### src/rtl/pc_btb_gen.sv
`default_nettype none
// ============================================================================
// Module   : pc_btb_gen
// Purpose  : IF-stage fetch PC register with direct-mapped BTB next-PC
//            prediction (2-bit saturating counters) and redirect-to-target.
// Revision : 1.0 - initial release
// ============================================================================
module pc_btb_gen #(
    parameter int              XLEN        = 32,
    parameter logic [XLEN-1:0] RESET_PC    = XLEN'(32'h0040_0000),
    parameter int              BTB_ENTRIES = 16,
    parameter int              IDX_W       = $clog2(BTB_ENTRIES)
) (
    input  logic            clk,
    input  logic            rst,
    input  logic            en,
    input  logic            stall,
    input  logic            redirect_valid,
    input  logic [XLEN-1:0] redirect_pc,
    input  logic            upd_valid,
    input  logic [XLEN-1:0] upd_pc,
    input  logic            upd_taken,
    input  logic [XLEN-1:0] upd_target,
    output logic [XLEN-1:0] pc,
    output logic            pred_hit,
    output logic            pred_taken,
    output logic [XLEN-1:0] npc
);

    localparam int c_tag_w = XLEN - IDX_W - 2;
    localparam int c_tgt_w = XLEN - 2;

    logic [XLEN-1:0]        pc_q, pc_d;
    logic [BTB_ENTRIES-1:0] valid_q, valid_d;
    logic [c_tag_w-1:0]     tag_q [BTB_ENTRIES];
    logic [c_tag_w-1:0]     tag_d [BTB_ENTRIES];
    logic [c_tgt_w-1:0]     tgt_q [BTB_ENTRIES];
    logic [c_tgt_w-1:0]     tgt_d [BTB_ENTRIES];
    logic [1:0]             ctr_q [BTB_ENTRIES];
    logic [1:0]             ctr_d [BTB_ENTRIES];

    logic [IDX_W-1:0]   w_lk_idx, w_up_idx;
    logic [c_tag_w-1:0] w_lk_tag, w_up_tag;
    logic               w_up_hit;
    logic               w_unused;

    // Low address bits are always forced to zero, so they never participate.
    assign w_unused = ^{redirect_pc[1:0], upd_pc[1:0], upd_target[1:0]};

    assign w_lk_idx = pc_q[IDX_W+1:2];
    assign w_lk_tag = pc_q[XLEN-1:IDX_W+2];
    assign w_up_idx = upd_pc[IDX_W+1:2];
    assign w_up_tag = upd_pc[XLEN-1:IDX_W+2];
    assign w_up_hit = valid_q[w_up_idx] && (tag_q[w_up_idx] == w_up_tag);

    assign pc         = pc_q;
    assign pred_hit   = valid_q[w_lk_idx] && (tag_q[w_lk_idx] == w_lk_tag);
    assign pred_taken = pred_hit && ctr_q[w_lk_idx][1];
    assign npc        = pred_taken ? {tgt_q[w_lk_idx], 2'b00} : pc_q + XLEN'(4);

    always_comb begin
        pc_d = pc_q;
        if (en) begin
            if (redirect_valid) begin
                pc_d = {redirect_pc[XLEN-1:2], 2'b00};
            end else if (!stall) begin
                pc_d = npc;
            end
        end
    end

    always_comb begin
        valid_d = valid_q;
        tag_d   = tag_q;
        tgt_d   = tgt_q;
        ctr_d   = ctr_q;
        if (upd_valid) begin
            if (w_up_hit) begin
                if (upd_taken) begin
                    if (ctr_q[w_up_idx] != 2'b11) begin
                        ctr_d[w_up_idx] = ctr_q[w_up_idx] + 2'b01;
                    end
                    tgt_d[w_up_idx] = upd_target[XLEN-1:2];
                end else if (ctr_q[w_up_idx] != 2'b00) begin
                    ctr_d[w_up_idx] = ctr_q[w_up_idx] - 2'b01;
                end
            end else if (upd_taken) begin
                // New entries start weakly taken and evict any aliasing entry.
                valid_d[w_up_idx] = 1'b1;
                tag_d[w_up_idx]   = w_up_tag;
                tgt_d[w_up_idx]   = upd_target[XLEN-1:2];
                ctr_d[w_up_idx]   = 2'b10;
            end
        end
    end

    always_ff @(posedge clk) begin
        if (rst) begin
            pc_q    <= RESET_PC;
            valid_q <= '0;
        end else begin
            pc_q    <= pc_d;
            valid_q <= valid_d;
        end
    end

    // Payload needs no reset: it is only observed through a set valid bit.
    always_ff @(posedge clk) begin
        tag_q <= tag_d;
        tgt_q <= tgt_d;
        ctr_q <= ctr_d;
    end

endmodule
`default_nettype wire
### config.mk
export PLATFORM = sky130hd
export DESIGN_NAME = pc_btb_gen
export DESIGN_NICKNAME = d
export VERILOG_FILES = /design/src/rtl/pc_btb_gen.sv
export SDC_FILE = /design/constraint.sdc
export NUM_CORES = 1
export LEC_CHECK = 0
export CAP_MARGIN = 40
export CORE_ASPECT_RATIO = 1.25
export CORE_UTILIZATION = 50
export DETAILED_ROUTE_END_ITERATION = 12
export GPL_TIMING_DRIVEN = 0
export MAX_ROUTING_LAYER = met4
export PLACE_DENSITY = 0.68
export SYNTH_ARGS = -nofsm -noshare
export SYNTH_HDL_FRONTEND = slang
export SYNTH_SLANG_ARGS = --single-unit
### constraint.sdc
create_clock -name clk -period 8.4 [get_ports clk]
set_input_delay 2.1 -clock clk [delete_from_list [all_inputs] [get_ports clk]]
set_output_delay 2.1 -clock clk [all_outputs]
set_load 0.03 [all_outputs]
* Word level (Yosys, flattened, before mapping)
Cells that the tools add are included.
W data, S select, Z words.
** Storage, ports and cells
- Register bits :: 976
- Word-level logic and storage cells :: 122
- Input port bits :: 103
** Operators by class
- Equality and inequality tests :: 5
- $add $sub $neg :: 3
- Reduce and logical (&&, ||, !) cells :: 12
- Bitwise logic cells :: 7
- Multiplexer cells :: 39
- Order comparisons :: 6
** Operators by type and width (number)
- $bwmux W480 :: 1
- $bwmux W416 :: 1
- $mux W32 :: 8
- $bmux W26 S4 :: 2
- $mux W26 :: 5
- $bmux W30 S4 :: 1
- $demux W30 S4 :: 1
- $demux W26 S4 :: 1
- $mux W30 :: 3
- $bwmux W32 :: 2
- $eq A26 B26 Y1 :: 2
- $add A32 B3 Y32 const B :: 1
- $or A16 B16 Y16 :: 2
- $and A16 B16 Y16 :: 1
- $bmux W2 S4 :: 2
- $not A16 Y16 :: 1
- $ge A5 B5 Y1 const B :: 2
- $lt A4 B5 Y1 const B :: 2
- $mux W2 :: 5
- $not A4 Y5 :: 2
- $bmux W1 S4 :: 2
- $demux W2 S4 :: 1
- $reduce_bool A2 Y1 :: 3
- $logic_and A1 B1 Y1 :: 5
- other kinds (13) :: 16

* Depth between registers and ports, before layout
- Depth after elaboration :: 10
- Depth in mapped cells :: 17

* Worst setup path before layout
Ideal clock, no wire load.
- Kind :: input -> register
- Start :: in upd_pc[2]
- End :: reg tag_q[100] (netlist bit) (enable)
- Setup time :: 0.409 ns
- Arrival time :: 5.636 ns
- Stages :: 13
- Path buffers :: 5
- Required time :: 7.991 ns
- Setup slack :: 2.355 ns
- Cell sequence :: buf_2 -> buf_6 -> buf_4 -> buf_2 -> mux4_2 -> mux2i_1 -> nand2_1 -> a31oi_1 -> a221oi_2 -> nand4_4 -> nand3_1 -> buf_2 -> nor2_1
** On the way
- Word-level cells in the longest chain between the ends :: 8
** RTL lines
- start: declaration :: RTL line 21 : input logic [XLEN-1:0] upd_pc,
- $not A4 Y5 (not written as such) :: RTL line 54 : assign w_up_hit = valid_q[w_up_idx] && (tag_q[w_up_idx] == w_up_tag);
- $bmux W26 S4 :: RTL line 54
- $mux W26 (not written as such) (2 in series) :: RTL line 54
- $eq A26 B26 Y1 :: RTL line 54
- $logic_and A1 B1 Y1 * :: RTL line 54
- $not A1 Y1 (no source line) *
- $reduce_and A3 Y1 (no source line) *
- end signal: assignment :: RTL line 109 : tag_q <= tag_d;
- end: declaration :: RTL line 35 : logic [c_tag_w-1:0] tag_q [BTB_ENTRIES];
Every way passes the cells marked *; elsewhere a longest branch is shown, timed or not. The select of a mux whose other input is x is not followed.
A chain may end at the register's enable or synchronous reset.

* Final worst setup path
- Start :: reg pc_q[3], in the netlist pc[3]
- End :: out npc[2]
** On the way
- Word-level cells in the longest chain between the ends :: 8
** RTL lines
- start: declaration :: RTL line 33 : logic [XLEN-1:0] pc_q, pc_d;
- start signal: assignment :: RTL line 102 : pc_q <= pc_d;
- $not A4 Y5 (not written as such) :: RTL line 57, 58, 59
- $bmux W26 S4 :: RTL line 57 : assign pred_hit = valid_q[w_lk_idx] && (tag_q[w_lk_idx] == w_lk_tag);
- $mux W26 (not written as such) (2 in series) :: RTL line 57
- $eq A26 B26 Y1 :: RTL line 57
- $logic_and A1 B1 Y1 :: RTL line 57
- $logic_and A1 B1 Y1 :: RTL line 58 : assign pred_taken = pred_hit && ctr_q[w_lk_idx][1];
- $mux W32 * :: RTL line 59 : assign npc = pred_taken ? {tgt_q[w_lk_idx], 2'b00} : pc_q + XLEN'(4);
- end: declaration :: RTL line 27 : output logic [XLEN-1:0] npc
Marks and branches as above.

==> results by group <==
Min path
  • HP Start: valid_q[12]
  • Worst hold stages: 2
  • Hold WC Path Type: reg2reg

Floorplan
  • Die X: 269 um
  • Core ar.: 87700 um^2
  • Starting Density: 50.7%
  • Rows: 121
  • Die Area: 90200 um^2
  • Ports: 169
  • Die Y: 335 um

Detailed routing
  • Initial DRC count: 4339
  • DR WL/cell: 37.2 um
  • DRT antenna net count: 0
  • Drt first pass iters: 6
  • Via count: 27676
  • WL final: 152000 um
  • Drc violations: 0
  • Vias/cell: 6.80

Layout
  • Register area: 28800 um^2
  • Multi-input combinational cell area: 14900 um^2
  • Layout cells sized above 1: 26.5%
  • Non-Filler Instances: 4070
  • Layout fillers: 6368
  • P&R area growth vs syn: 17.9%
  • Commonest non-fill, non-tap cells in the layout: edfxtp_1 (928), mux4_2 (352), clkdlybuf4s50_1 (156)
  • Most common cell after layout, fill and taps aside: edfxtp_1
  • Final instance area: 52500 um^2
  • Layout Utilization: 59.8%
  • Final net count: 2921

STA
  • Sum of negative setup slack: -0.0131 ns
  • Max_slew headroom: 23.6%
  • Fin. Hold Viols: 0
  • Min Clock Period, post-route: 8.41 ns
  • Worst slew pin tran: 1.15 ns
  • Clock skew: 0.0346 ns
  • Hold Slack: 0.502 ns
  • Max Transition Viols Final: 0
  • Fmax: 119 MHz
  • RSZ-0062 raised after global routing: false
  • Final setup viols: 1
  • Fin worst setup slack: -0.0131 ns
  • Final Cycle Share: 100%

Setup path
  • Worst Setup Start Kind: flop
  • Reg2reg start: pc[3]
  • Critical path startpoint: pc[3]
  • Critical path class: reg2out
  • Reg2Reg Depth: 12
  • Worst Path Max Fanout: 10
  • Data arrival, critical path: 6.31 ns
  • Req. time, crit path: 6.30 ns
  • CP endpoint kind: primary output

Global route
  • Initial antenna violation count: 8
  • Largest net degree at the start of global routing: 21
  • Vias in the first global route: 27759
  • First-pass GRT wire length: 211000 um
  • Total grt overflow: 0
  • All-Layer GR Usage: 35.2%

Synthesis
  • Ys Warns: 0
  • Ys async rst share: 0%
  • Mapped cell area: 44500 um^2
  • Post-Synthesis Cells: 2483
  • Synthesized flop and latch total: 976
  • Distinct cells, synth: 84
  • Synth Flop Type: edfxtp_1
  • Seq/Total Area, Yosys: 64.8%
  • Post-synth EDFFs: 928
  • Post-Syn Nets: 2589
  • Avg Cell Area, Syn: 17.9 um^2

Clocking
  • Reg clk slew, reported paths: 0.06 ns
  • Post-CTS setup buffer count: 0
  • Root buffer cell: clkbuf_16
  • H-tree Lvls: 3
  • CTS tree: done
  • Num CTS Buffers: 97
  • Maximum clock path buffer count: 3
  • Sinks on Clock Net: 976
  • Worst skew pair latency: 0.69 ns

Placement
  • Final HPWL DP: 111000 um
  • Dpl cells: 3883
  • Area post-placement: 49100 um^2
  • Number of port buffers: 156
  • GPL Wtd Cong: 1.04
  • Dpl ws: 0.0370 ns

Run status
  • Status: complete, but fails checks
  • Violated checks: setup timing

Power and ir drop
  • Max VDD drop: 0.238 mV
  • Total chip power: 11.2 mW
  • Static Leak: 16.7 nW
  • Pwr/cell area: 214 nW/um^2

Job
  • Max-cap violations: 0
-- cell families (layout without fill, tap and decap cells) --
kind of cell / Yosys count / in the layout / share of synthesized area, %
AO/OA/AOI/OAI: 251 / 251 / 4.00
XOR/XNOR: 68 / 68 / 1.34
flip-flops: 976 / 976 / 64.8
buffers and inverters: 196 / 609 / 2.33
other: 0 / 6 / 0
AND/OR/NAND/NOR: 450 / 450 / 4.99
adder cells (fa/ha/maj): 3 / 3 / 0.0844
multiplexers: 539 / 539 / 22.4
-- synth_stat cells, types with 11 or more instances --
library cell	instances	area share, %
a211o_1	28	0.55
o22ai_1	19	0.27
nor3b_1	19	0.32
buf_2	26	0.29
mux4_2	352	18
clkbuf_1	78	0.66
nand4_1	17	0.24
nor3_1	41	0.46
dfxtp_1	48	2.2
buf_6	17	0.43
xnor2_1	52	1.0
a22oi_1	27	0.46
and3_1	11	0.15
nor2b_1	16	0.23
nor2_1	138	1.2
and3b_1	12	0.24
xor2_1	16	0.32
nand3_1	37	0.42
buf_4	26	0.44
a21oi_1	38	0.43
buf_1	23	0.19
nand2_1	114	0.96
mux2i_1	121	2.7
mux2_2	40	1.0
inv_1	18	0.15
edfxtp_1	928	63
o21ai_0	42	0.47
mux2_4	26	0.88
-- sequential cells by signal (all words and copies together) (netlist names) --
name	count
ctr_q	32
tag_q	416
valid_q	16
tgt_q	480
pc	32
-- report_power, final --
part           switching [mW]  internal, mW  total (mW)  leakage [nW]
logic                   0.777         0.510        1.29          6.36
registers              0.0442          5.39        5.44          8.76
clock network            1.92          2.57        4.49          1.59
-- routing by layer --
metal / global-route usage (%) / part of all wire, % / vias to the layer above
li1: - / - / 10934
met1: 43.8 / 35 / 14345
met2: 55.5 / 48 / 1978
met3: 6.97 / 11 / 419
met4: 17.0 / 5.6 / 0
met5: - / 0 / -
-- final cells by class --
cell class                 instances  share of cell area, %
clock inverter                    68                   1.34
sequential                       976                   55.0
buffer                           173                   1.82
tap                             1168                   2.79
clock buffer                     112                   4.90
inverter                          23                  0.165
antenna                            6                 0.0286
multi-input combinational       1311                   28.4
timing repair buffer             233                   5.65
-- worst paths after layout --
| check | to | slack, ns |
|---|---|---|
| max | npc[2] | -0.01 |
| min | valid_q[12] | 0.50 |
| max reg2reg | pc[8] | 3.07 |
| min reg2reg | valid_q[12] | 0.50 |
-- repair_timing --
action                                  in CTS  in global routing
pin swaps                                    0                  0
hold buffers                                 0                  0
endpoints found under the setup margin       1                  6
resized for setup                            3                  4
-- critical path, cell delays in order, from the launching register on --
cell             delay, ns
dfxtp_1               0.55
buf_4                 0.40
buf_4                 0.28
buf_4                 0.39
mux4_2                0.39
mux2i_2               0.49
xor2_1                0.34
nor2_1                0.07
or4_1                 0.53
nor4_1                0.31
and3_1                0.23
buf_4                 0.20
buf_8                 0.19
mux2i_1               0.46
clkdlybuf4s50_1       0.78
No activity file was read; power rests on OpenSTA's default activity.
